--- src/rtl/sdm_adc_seq.sv ---
// sdm_adc_seq: run-time sequencer for the sigma-delta chain with bit-rate strobe, flush/settle control and output FIFO
module sdm_adc_seq #(
  parameter int DIV_W      = 16,
  parameter int FIFO_DEPTH = 4
) (
  input  logic             clk,
  input  logic             rst,
  input  logic             enable,
  input  logic [DIV_W-1:0] div,
  input  logic [7:0]       settle,
  output logic             sdm_ce,
  output logic             chain_flush,
  input  logic             chain_valid,
  input  logic [15:0]      chain_data,
  output logic             m_valid,
  output logic [15:0]      m_data,
  input  logic             m_ready,
  output logic             busy,
  output logic             overflow,
  input  logic             clr_ovf
);
  localparam int AW = $clog2(FIFO_DEPTH);
  typedef enum logic [1:0] {IDLE, FLUSH, SETTLE, RUN} state_t;
  state_t state, state_nx;
  logic [DIV_W-1:0] div_l, cnt, cnt_nx;
  logic [7:0] settle_l, dcnt;
  logic fcnt, active, active_nx, push, pop, full, empty, wr;
  logic [AW:0] wp, rp;
  logic [15:0] mem [FIFO_DEPTH];
  // next state, divider count and FIFO handshake decode
  always_comb begin
    state_nx = !enable ? IDLE :
               state == IDLE ? FLUSH :
               state == FLUSH ? (fcnt ? (settle_l != 8'd0 ? SETTLE : RUN) : FLUSH) :
               (state == SETTLE && chain_valid && dcnt + 8'd1 == settle_l) ? RUN : state;
    active = state == SETTLE || state == RUN;
    active_nx = state_nx == SETTLE || state_nx == RUN;
    cnt_nx = active ? (cnt == div_l ? '0 : cnt + DIV_W'(1)) : '0;
    empty = wp == rp;
    full = (wp ^ rp) == {1'b1, {AW{1'b0}}};
    push = state == RUN && enable && chain_valid;
    pop = !empty && m_ready;
    wr = push && (!full || pop);
    m_valid = !empty;
    m_data = empty ? '0 : mem[rp[AW-1:0]];
  end
  // sequencer state, registered outputs and FIFO pointers
  always_ff @(posedge clk or posedge rst) begin
    if (rst) begin
      state <= IDLE;
      div_l <= '0;
      settle_l <= '0;
      cnt <= '0;
      dcnt <= '0;
      fcnt <= 1'b0;
      sdm_ce <= 1'b0;
      chain_flush <= 1'b0;
      busy <= 1'b0;
      overflow <= 1'b0;
      wp <= '0;
      rp <= '0;
    end else begin
      state <= state_nx;
      if (state == IDLE && enable) begin
        div_l <= div;
        settle_l <= settle;
      end
      fcnt <= state == FLUSH && state_nx == FLUSH;
      cnt <= active_nx ? cnt_nx : '0;
      dcnt <= state == SETTLE ? dcnt + 8'(chain_valid) : '0;
      sdm_ce <= active_nx && cnt_nx == div_l;
      chain_flush <= state_nx == FLUSH;
      busy <= state_nx != IDLE;
      overflow <= (push && full && !pop) || (overflow && !clr_ovf);
      if (wr) wp <= wp + 1'b1;
      if (pop) rp <= rp + 1'b1;
    end
  end
  // FIFO storage needs no reset; empty pointers mask stale contents
  always_ff @(posedge clk) begin
    if (wr) mem[wp[AW-1:0]] <= chain_data;
  end
endmodule

--- config.mk ---
export PLATFORM = sky130hd
export DESIGN_NAME = sdm_adc_seq
export DESIGN_NICKNAME = d
export VERILOG_FILES = /design/src/rtl/sdm_adc_seq.sv
export SDC_FILE = /design/constraint.sdc
export NUM_CORES = 1
export LEC_CHECK = 0
export ABC_AREA = 0
export CAP_MARGIN = 15
export CORE_ASPECT_RATIO = 1.2
export CORE_MARGIN = 8
export CORE_UTILIZATION = 56
export DETAILED_ROUTE_END_ITERATION = 6
export PLACE_DENSITY = 0.85
export RECOVER_POWER = 25
export SETUP_SLACK_MARGIN = 0.15
export SYNTH_ARGS = -nofsm -noshare
export SYNTH_HDL_FRONTEND = slang
export SYNTH_SLANG_ARGS = --single-unit
--- constraint.sdc ---
create_clock -name clk -period 2.6 [get_ports clk]
set_clock_uncertainty 0.05 [all_clocks]
set_input_delay 0.39 -clock clk [delete_from_list [all_inputs] [get_ports clk]]
set_output_delay 0.39 -clock clk [all_outputs]
set_load 0.01 [all_outputs]
# ---- Yosys cells after proc, flatten, opt, wreduce, memory -nomap -nowiden
# Memory sizes are Yosys's and may differ from the RTL's.
# Cells that the tools add are included.
dict set report totals {
  regBits 61
  ramBits 64
  in_bits 46
  out_inout_bits 21
  elab_cells 66
  mem_count 1
}
# memory words width read_ports rd_clocked_by_memory_dff wr line_no
set memory_table {}
lappend memory_table {mem 4 16 1 0 1 29} ;# logic [15:0] mem [FIFO_DEPTH];
dict set report classes {
  n_addsub 5
  n_eq_ne 11
  muxes 13
  bitwise_logic 1
  reduce_logical 23
}
# cell n
set ops {}
lappend ops {{two-way mux 16 bit} 4}
lappend ops {{equality test 16 bit} 2}
lappend ops {{adder 16 x 1 -> 16 bit, second input constant} 1}
lappend ops {{logical AND 1 bit} 12}
lappend ops {{two-way mux 2 bit} 5}
lappend ops {{adder 8 x 1 -> 8 bit} 1}
lappend ops {{adder 8 x 1 -> 8 bit, second input constant} 1}
lappend ops {{equality test 2 bit, second input constant} 4}
lappend ops {{equality test 8 bit} 1}
lappend ops {{two-way mux 8 bit} 1}
lappend ops {{nonzero test 8 bit} 1}
lappend ops {{adder 3 x 1 -> 3 bit, second input constant} 2}
lappend ops {{equality test 2 x 1 -> 1 bit, second input constant} 2}
lappend ops {{zero test 1 bit} 4}
lappend ops {{logical OR 1 bit} 4}
lappend ops {{equality test 3 bit} 1}
lappend ops {{equality test 3 bit, second input constant} 1}
lappend ops {{two-way mux 1 bit} 3}
lappend ops {{XOR 3 bit} 1}
lappend ops {{zero test 2 bit} 1}
lappend ops {{nonzero test 2 bit} 1}

# ---- Depth between registers and ports, before layout
# Gate-level depths: netlist (run 1).
dict set report logic_depth {
  ltp_word 10
  mapped_depth 9
  depth_no_buf 8
}

# ---- Worst setup path after synthesis (run 1)
# Ideal clock, no wire load.
dict set report synth_timing {
  path_kind {flip-flop to output port}
  start {reg rp[0]}
  end {out m_data[10]}
  arrival_ns 1.867
  t_required_ns 2.160
  setup_slack_ns 0.293
  stages_incl_launch_ff 5
  n_path_buf 2
  cell_sequence {dfrtp_1 > buf_2 > buf_1 > mux4_2 > and2_1}
}
dict set report synth_between {
  elab_chain_cells 2
  word_cells_on_any_way 3
  classes_between {eq/ne: 1; mux: 1; memory: 1}
}
# element line_no
set synth_lines {}
lappend synth_lines {{start: declaration} 28} ;# logic [AW:0] wp, rp;
lappend synth_lines {{start signal: assignment} 76} ;# if (pop) rp <= rp + 1'b1;
lappend synth_lines {{memory (4 x 16 bit) or equality test 3 bit (tied branches)} -}
lappend synth_lines {{two-way mux 16 bit (*)} 45} ;# m_data = empty ? '0 : mem[rp[AW-1:0]];
lappend synth_lines {{end: declaration} 16} ;# output logic [15:0] m_data,
# Every way passes the cells marked *; elsewhere a longest branch is shown, timed or not.

# ---- Worst setup path after layout (run 1)
dict set report layout_timing {
  start {reg rp[0]}
  end {out m_data[11]}
}
# Same word-level chain as after synthesis.

==> results of run 1 <==
-- through the flow --
stage	instances	util	cell area [µm²]	power [µW]	worst slack (ns)
global route	679	0.726	7560	6740	0.102
global placement	640	0.661	6890	4080	0.131
floorplan	443	-	5930	3380	0.293
detailed placement	640	0.661	6890	4150	0.0811
finish	679	0.726	7560	6470	0.191
CTS	678	0.721	7510	6420	0.0898
-- routing by layer --
metal	GRT usage	wire (µm)
met2	0.343	7170
met4	0.104	351
met3	0.0575	941
met5	0	0
met1	0.247	5450
-- power groups by stage --
stage | clock [µW] | combinational (µW) | sequential [µW]
after detailed placement | 0 | 1730 | 2410
final | 2290 | 1780 | 2390
after global placement | 0 | 1680 | 2400
after global routing | 2390 | 1940 | 2410
after floorplan | 0 | 1020 | 2360
after CTS | 2300 | 1730 | 2380
-- final cells by class --
| cell class | instances | area share |
|---|---|---|
| flip-flops and latches | 125 | 0.457 |
| multi-input cells | 288 | 0.319 |
| repair buffers | 94 | 0.122 |
| clock buffers | 17 | 0.0562 |
| well taps | 129 | 0.0213 |
| clock inverters | 15 | 0.0192 |
| inverters | 11 | 0.00546 |
-- synth_stat cells (all sizes together) (2+ instances only) --
cell type and n:
a211o 2, nor4 12, xor2 31, xnor2 26
nand2b 6, a211oi 5, dfrtp 61, nand4 10
nand2 18, mux2 23, nor2 33, edfxtp 64
nor4b 2, a21boi 3, ha 9, clkbuf 13
a22oi 2, a21oi 5, buf 6, and3 7
nor3 7, nand3 12, mux4 16, inv 11
and2 25, or4 2, o21ai 10, o311ai 2
mux2i 2
-- worst min-delay path by stage --
| stage | slack (ns) | startpoint | depth (start not counted) | endpoint |
|---|---|---|---|---|
| finish | 0.44 | wp[2] | 1 | wp[2] |
| global route | 0.46 | wp[2] | 1 | wp[2] |
| CTS | 0.33 | rst | 3 | settle_l[3] |
| detailed placement | 0.43 | wp[2] | 1 | wp[2] |
| global placement | 0.43 | wp[2] | 1 | wp[2] |
| floorplan | 0.41 | wp[2] | 1 | wp[2] |
-- logic make-up after synthesis --
family | synth area share
and+or+nand+nor | 0.135
DFF | 0.581
xor gates and xnor gates | 0.0842
adders and majority gates | 0.0190
muxes | 0.108
buffers and inverters | 0.0200
AOI/OAI and AO/OA | 0.0523
-- sequential cells by signal (all words and copies together) (netlist names) --
| name | count |
|---|---|
| mem | 64 |
| cnt | 16 |
| div_l | 16 |
| dcnt | 8 |
| settle_l | 8 |
| rp | 3 |
| wp | 3 |
| state | 2 |
| busy | 1 |
| chain_flush | 1 |
| fcnt | 1 |
| overflow | 1 |
| sdm_ce | 1 |
-- worst register-to-register path: stages (launching register included) --
cell	delay (ns)
dfrtp_1	0.55
nand4_4	0.22
nor4_4	0.37
xnor2_1	0.22
mux2i_1	0.24
a22oi_1	0.12
a211o_1	0.31
nor4_2	0.23
-- timing repair --
| action | 4_1_cts | 5_1_grt |
|---|---|---|
| gates resized for setup | 37 | 14 |
| setup endpoints to repair | 18 | 17 |
| buffers inserted | 6 | 1 |
| pin swaps | 2 | 2 |
==> metrics.log, run 1 <==
[metrics] category of the worst setup path capture point: output port
[metrics] pin count of the biggest net entering global routing: 62
[metrics] post-synth cell types: 55
[metrics] max capacitance violation total: 1
[metrics] share of the cycle needed by the critical path after routing: 0.927
[metrics] Iteration-0 DRC Markers: 281
[metrics] worst path cell trace: buf_6 > buf_6 > buf_6 > mux4_2 > and2_4 > buf_4
[metrics] sum of buffers and inverters on the critical path: 4
[metrics] unrepaired setup endpoints after global routing: true
[metrics] Setup crit end: m_data[11]
[metrics] most frequent cells in the layout: edfxtp_1 (64), dfrtp_1 (56), clkdlybuf4s50_1 (44)
[metrics] outcome: finished, violations left
[metrics] beginning of the critical path: rp[0]
[metrics] count of antenna-violating nets left after detailed routing: 0
[metrics] number of buffers inserted during clock tree synthesis: 17
[metrics] Synth Instances: 443
[metrics] total setup violations reported at the end of the flow: 0
[metrics] routed vias: 4000
[metrics] starting density of the core: 0.570
[metrics] post-layout minimum cycle time: 2.41 ns
[metrics] switching fraction of total power: 0.283
[metrics] ranking of synthesized cells by area: edfxtp_1 (32%), dfrtp_1 (26%), mux4_2 (6.1%)
[metrics] final wirelength: 13900 µm
[metrics] total I/O pin count: 67
[metrics] footprint of the flip-flops and latches: 3450 µm²
[metrics] via count of the first global-routing pass: 4231
[metrics] startpoint of the most critical register-to-register path: cnt[7]
[metrics] cell at the slowest stage of the critical path: mux4_2
[metrics] Data required, critical path: 2.16 ns
[metrics] chip width: 110 µm
[metrics] Core Region: 10400 µm²
[metrics] slew at the pin closest to its max-slew limit: 1.52 ns
[metrics] post-layout net count: 592
[metrics] worst slew slack as a fraction of its limit: -0.0161
[metrics] number of warnings reported in the yosys synthesis log: 0
[metrics] Yosys reg bits: 125
[metrics] global-route usage over all layers: 0.210
[metrics] Post-Synthesis Cell Area: 5930 µm²
[metrics] sum of net half-perimeters after detailed placement: 9420 µm
[metrics] sequential cell area fraction in the yosys report: 0.581
[metrics] power density cells: 856 nW/µm²
[metrics] Slew Viols, Final: 62
[metrics] Critical Path Source Type: flip-flop
[metrics] clock sink count: 125
[metrics] average footprint of a synthesized cell: 13.4 µm²
[metrics] leakage power: 0.00295 µW
[metrics] Max rail drop VDD: 0.000431 V
[metrics] die height: 129 µm
[metrics] library cell occupying the most area in the post-synthesis netlist: edfxtp_1
[metrics] antenna violations before repair: 0
[metrics] number of filler cells placed in the layout: 664
[metrics] root cell of the clock tree: clkbuf_16
[metrics] Net Sw Power: 1830 µW
[metrics] area of the die: 14200 µm²
[metrics] register-to-register setup slack: 0.20 ns
[metrics] main flop type after synthesis: edfxtp_1
[metrics] H-tree lvl count: 4
[metrics] RePlAce Congestion: 0.976
[metrics] clock transition at the registers of the reported paths: 0.06 ns
[metrics] part of the total power dissipated in sequential elements: 0.370
[metrics] Port Buffers: 66
[metrics] detailed-route vias per instance: 5.89
[metrics] hold buffer count at CTS: 0
[metrics] share of synthesized flip-flops with an asynchronous set or reset: 0.488
[metrics] Hold Vio Cnt, Final: 0
[metrics] most common cell after layout, fill and taps aside: edfxtp_1
[metrics] clock group share of total power: 0.354
[metrics] worst hold slack after final layout: 0.443 ns
[metrics] fraction of final layout cells with drive strength greater than 1: 0.224
[metrics] top-area cell type share of the netlist area: 0.324
[metrics] critical setup path kind: flip-flop to output port
[metrics] Syn Nets: 498
[metrics] aggregate global routing overflow: 0
[metrics] part of the total power dissipated in combinational logic: 0.276
[metrics] worst min-delay path category: flip-flop to flip-flop
[metrics] detailed-routing iteration count for the pre-antenna-repair pass: 5
[metrics] wire length of the first global-routing pass: 22300 µm
[metrics] number of rows created at floorplan: 41
[metrics] failing checks: capacitance limit, slew limit
[metrics] delay contributed by the slowest stage of the critical path: 0.49 ns
[metrics] largest delay contributor family on the critical path: buffers and inverters
[metrics] count of flip-flops with a built-in enable after synthesis: 64
[metrics] latest clock arrival within the worst-skew pair: 0.41 ns
[metrics] cell count of the worst reg-to-reg path: 7
[metrics] Layout area overhead: 27.5%
[metrics] maximum fanout along the worst path: 4
[metrics] Internal Power: 4640 µW
[metrics] multi-input combinational cell area: 2410 µm²
[metrics] number of logic stages on the critical path including buffering: 6
[metrics] Inserted Diodes: 0
[metrics] Critical R2R Capture: sdm_ce
[metrics] clock tree from TritonCTS: done
[metrics] post-detailed-route wirelength per cell: 20.5 µm
[metrics] highest achievable clock rate: 415 MHz
[metrics] DRC errors left: 0
[metrics] maximum buffer depth of the clock tree: 2
[metrics] Top cell by count, worst path: buf_6
[metrics] total negative setup slack: 0 ns
[metrics] critical path arrival: 1.97 ns
(Power assumes the default switching activity.)
==> run 2: changes to the inputs <==
--- a/config.mk
+++ b/config.mk
@@ -12,7 +12,7 @@
 export CORE_UTILIZATION = 56
 export DETAILED_ROUTE_END_ITERATION = 6
 export PLACE_DENSITY = 0.85
-export RECOVER_POWER = 25
+export RECOVER_POWER = 100
 export SETUP_SLACK_MARGIN = 0.15
 export SYNTH_ARGS = -nofsm -noshare
 export SYNTH_HDL_FRONTEND = slang
==> metrics.log, run 2 (synthesis gave the netlist of run 1 again) <==
[metrics] outcome: finished, violations left
[metrics] failing checks: capacitance limit, slew limit
[metrics] share of the cycle needed by the critical path after routing: 0.944 (+0.0172)
[metrics] sum of buffers and inverters on the critical path: 4 (unchanged)
[metrics] DRC errors left: 0 (unchanged)
[metrics] number of rows created at floorplan: 41 (unchanged)
[metrics] H-tree lvl count: 4 (unchanged)
[metrics] Hold Vio Cnt, Final: 0 (unchanged)
[metrics] root cell of the clock tree: clkbuf_16
[metrics] Top cell by count, worst path: buf_6
[metrics] post-layout minimum cycle time: 2.45 ns (+0.0447 ns)
[metrics] worst slew slack as a fraction of its limit: -0.0320 (-0.0159)
[metrics] leakage power: 0.00295 µW (about the same)
[metrics] wire length of the first global-routing pass: 22300 µm (unchanged)
[metrics] most frequent cells in the layout: edfxtp_1 (64), dfrtp_1 (57), nor2_1 (32)
[metrics] category of the worst setup path capture point: output port
[metrics] fraction of the core area covered by cells at the end of the flow: 0.723 (-0.00360)
[metrics] fraction of final layout cells with drive strength greater than 1: 0.216 (-0.00727)
[metrics] multi-input combinational cell area: 2410 µm² (-0.10%)
[metrics] Slew Viols, Final: 62 (unchanged)
[metrics] flip-flop count of the largest register, all copies and words added: 64 (unchanged)
[metrics] cell count of the worst reg-to-reg path: 7 (unchanged)
[metrics] routed vias: 3994 (-0.15%)
[metrics] worst min-delay path category: flip-flop to flip-flop
[metrics] post-detailed-route wirelength per cell: 20.5 µm (-0.13%)
[metrics] hold buffer count at CTS: 0 (unchanged)
[metrics] delay contributed by the slowest stage of the critical path: 0.49 ns (about the same)
[metrics] detailed-route vias per instance: 5.87 (-0.30%)
[metrics] final wirelength: 13900 µm (about the same)
[metrics] worst path cell trace: buf_6 > buf_6 > buf_6 > mux4_2 > and2_4 > buf_4
[metrics] Critical Path Source Type: flip-flop
[metrics] number of logic stages on the critical path including buffering: 6 (unchanged)
[metrics] worst hold slack after final layout: 0.443 ns (-0.000584 ns)
[metrics] Core Region: 10400 µm² (unchanged)
[metrics] via count of the first global-routing pass: 4231 (unchanged)
[metrics] chip width: 110 µm (unchanged)
[metrics] maximum buffer depth of the clock tree: 2 (unchanged)
[metrics] total setup violations reported at the end of the flow: 0 (unchanged)
[metrics] aggregate global routing overflow: 0 (unchanged)
[metrics] total I/O pin count: 67 (unchanged)
[metrics] number of filler cells placed in the layout: 672 (+1.2%)
[metrics] slew at the pin closest to its max-slew limit: 1.55 ns (+0.0239 ns)
[metrics] post-layout net count: 592 (unchanged)
[metrics] clock sink count: 125 (unchanged)
[metrics] critical setup path kind: flip-flop to output port
[metrics] total negative setup slack: 0 ns (unchanged)
[metrics] largest delay contributor family on the critical path: buffers and inverters
[metrics] fin worst setup slack: 0.146 ns (-0.0447 ns)
[metrics] sum of net half-perimeters after detailed placement: 9420 µm (unchanged)
[metrics] number of buffers inserted during clock tree synthesis: 17 (unchanged)
[metrics] highest achievable clock rate: 407 MHz (-1.8%)
[metrics] Data required, critical path: 2.16 ns (about the same)
[metrics] Max rail drop VDD: 0.000431 V (about the same)
[metrics] pin count of the biggest net entering global routing: 62 (unchanged)
[metrics] critical path arrival: 2.01 ns (+0.04 ns)
[metrics] area of the die: 14200 µm² (unchanged)
[metrics] die height: 129 µm (unchanged)
[metrics] unrepaired setup endpoints after global routing: true
[metrics] global-route usage over all layers: 0.210 (unchanged)
[metrics] most common cell after layout, fill and taps aside: edfxtp_1
[metrics] cell at the slowest stage of the critical path: mux4_2
[metrics] number of cells traversed by the worst hold path: 1 (unchanged)
[metrics] antenna violations before repair: 0 (unchanged)
[metrics] detailed-routing iteration count for the pre-antenna-repair pass: 4 (-1)
[metrics] clock tree from TritonCTS: done
[metrics] Iteration-0 DRC Markers: 334 (+19%)
[metrics] footprint of the flip-flops and latches: 3450 µm² (about the same)
[metrics] power density cells: 856 nW/µm² (+0.10%)
[metrics] starting density of the core: 0.570 (unchanged)
[metrics] Layout area overhead: 26.9%
[metrics] worst slack at placement: 0.0811 ns (unchanged)
[metrics] max capacitance violation total: 1 (unchanged)
[metrics] RePlAce Congestion: 0.976 (unchanged)
[metrics] latest clock arrival within the worst-skew pair: 0.41 ns (about the same)
[metrics] Port Buffers: 66 (unchanged)
[metrics] clock transition at the registers of the reported paths: 0.06 ns (about the same)
[metrics] count of antenna-violating nets left after detailed routing: 0 (unchanged)
[metrics] maximum fanout along the worst path: 4 (unchanged)
-- run 2: final cells by class --
cell class / instances / share of cell area
diodes: 1 / 0.000332
clock buffers: 17 / 0.0565
clock inverters: 15 / 0.0193
inverters: 11 / 0.00549
multi-input cells: 288 / 0.320
flip-flops and latches: 125 / 0.459
well taps: 129 / 0.0214
repair buffers: 94 / 0.118
-- run 2: path summary, 6_finish.rpt --
| kind | from | to | slack (ns) |
|---|---|---|---|
| setup / recovery | rp[0] | m_data[11] | 0.15 |
| hold / removal | wp[2] | wp[2] | 0.44 |
| setup reg to reg | cnt[7] | sdm_ce | 0.21 |
| hold reg to reg | wp[2] | wp[2] | 0.44 |
| max in group asynchronous | rst | cnt[0] | 0.54 |
| min in group asynchronous | rst | busy | 0.90 |
-- run 2: power breakdown --
part           switching [µW]  leakage (µW)  internal (µW)  total (µW)
Sequential                176       0.00134           2220        2390
Clock                     888      0.000276           1400        2290
Combinational             768       0.00133            993        1760
Total                    1830       0.00295           4620        6450
-- run 2: what timing repair did --
action                     CTS  global route
buffers inserted             6             1
pin swaps                    2             2
setup endpoints to repair   18            17
gates resized for setup     37            14
-- run 2: metrics by stage --
step / power (µW) / instances / area (µm²)
3_3_place_gp: 4080 / 640 / 6890
4_1_cts: 6420 / 678 / 7510
5_1_grt: 6720 / 679 / 7520
3_5_place_dp: 4150 / 640 / 6890
2_1_floorplan: 3380 / 443 / 5930
6_report: 6450 / 680 / 7530
-- run 2: worst reg2reg max path: stages, from the launching register on --
cell and delay (ns):
dfrtp_1 0.54, nand4_4 0.22, nor4_4 0.37, xnor2_1 0.22, mux2i_1 0.24, a22oi_1 0.12, a211o_1 0.31, nor4_2 0.23
-- run 2: metal layers --
metal / track usage / vias up / share of wire
met5: 0 / - / 0
li1: - / 1816 / -
met1: 0.247 / 2008 / 0.39
met2: 0.343 / 146 / 0.52
met4: 0.104 / 0 / 0.025
met3: 0.0575 / 24 / 0.064
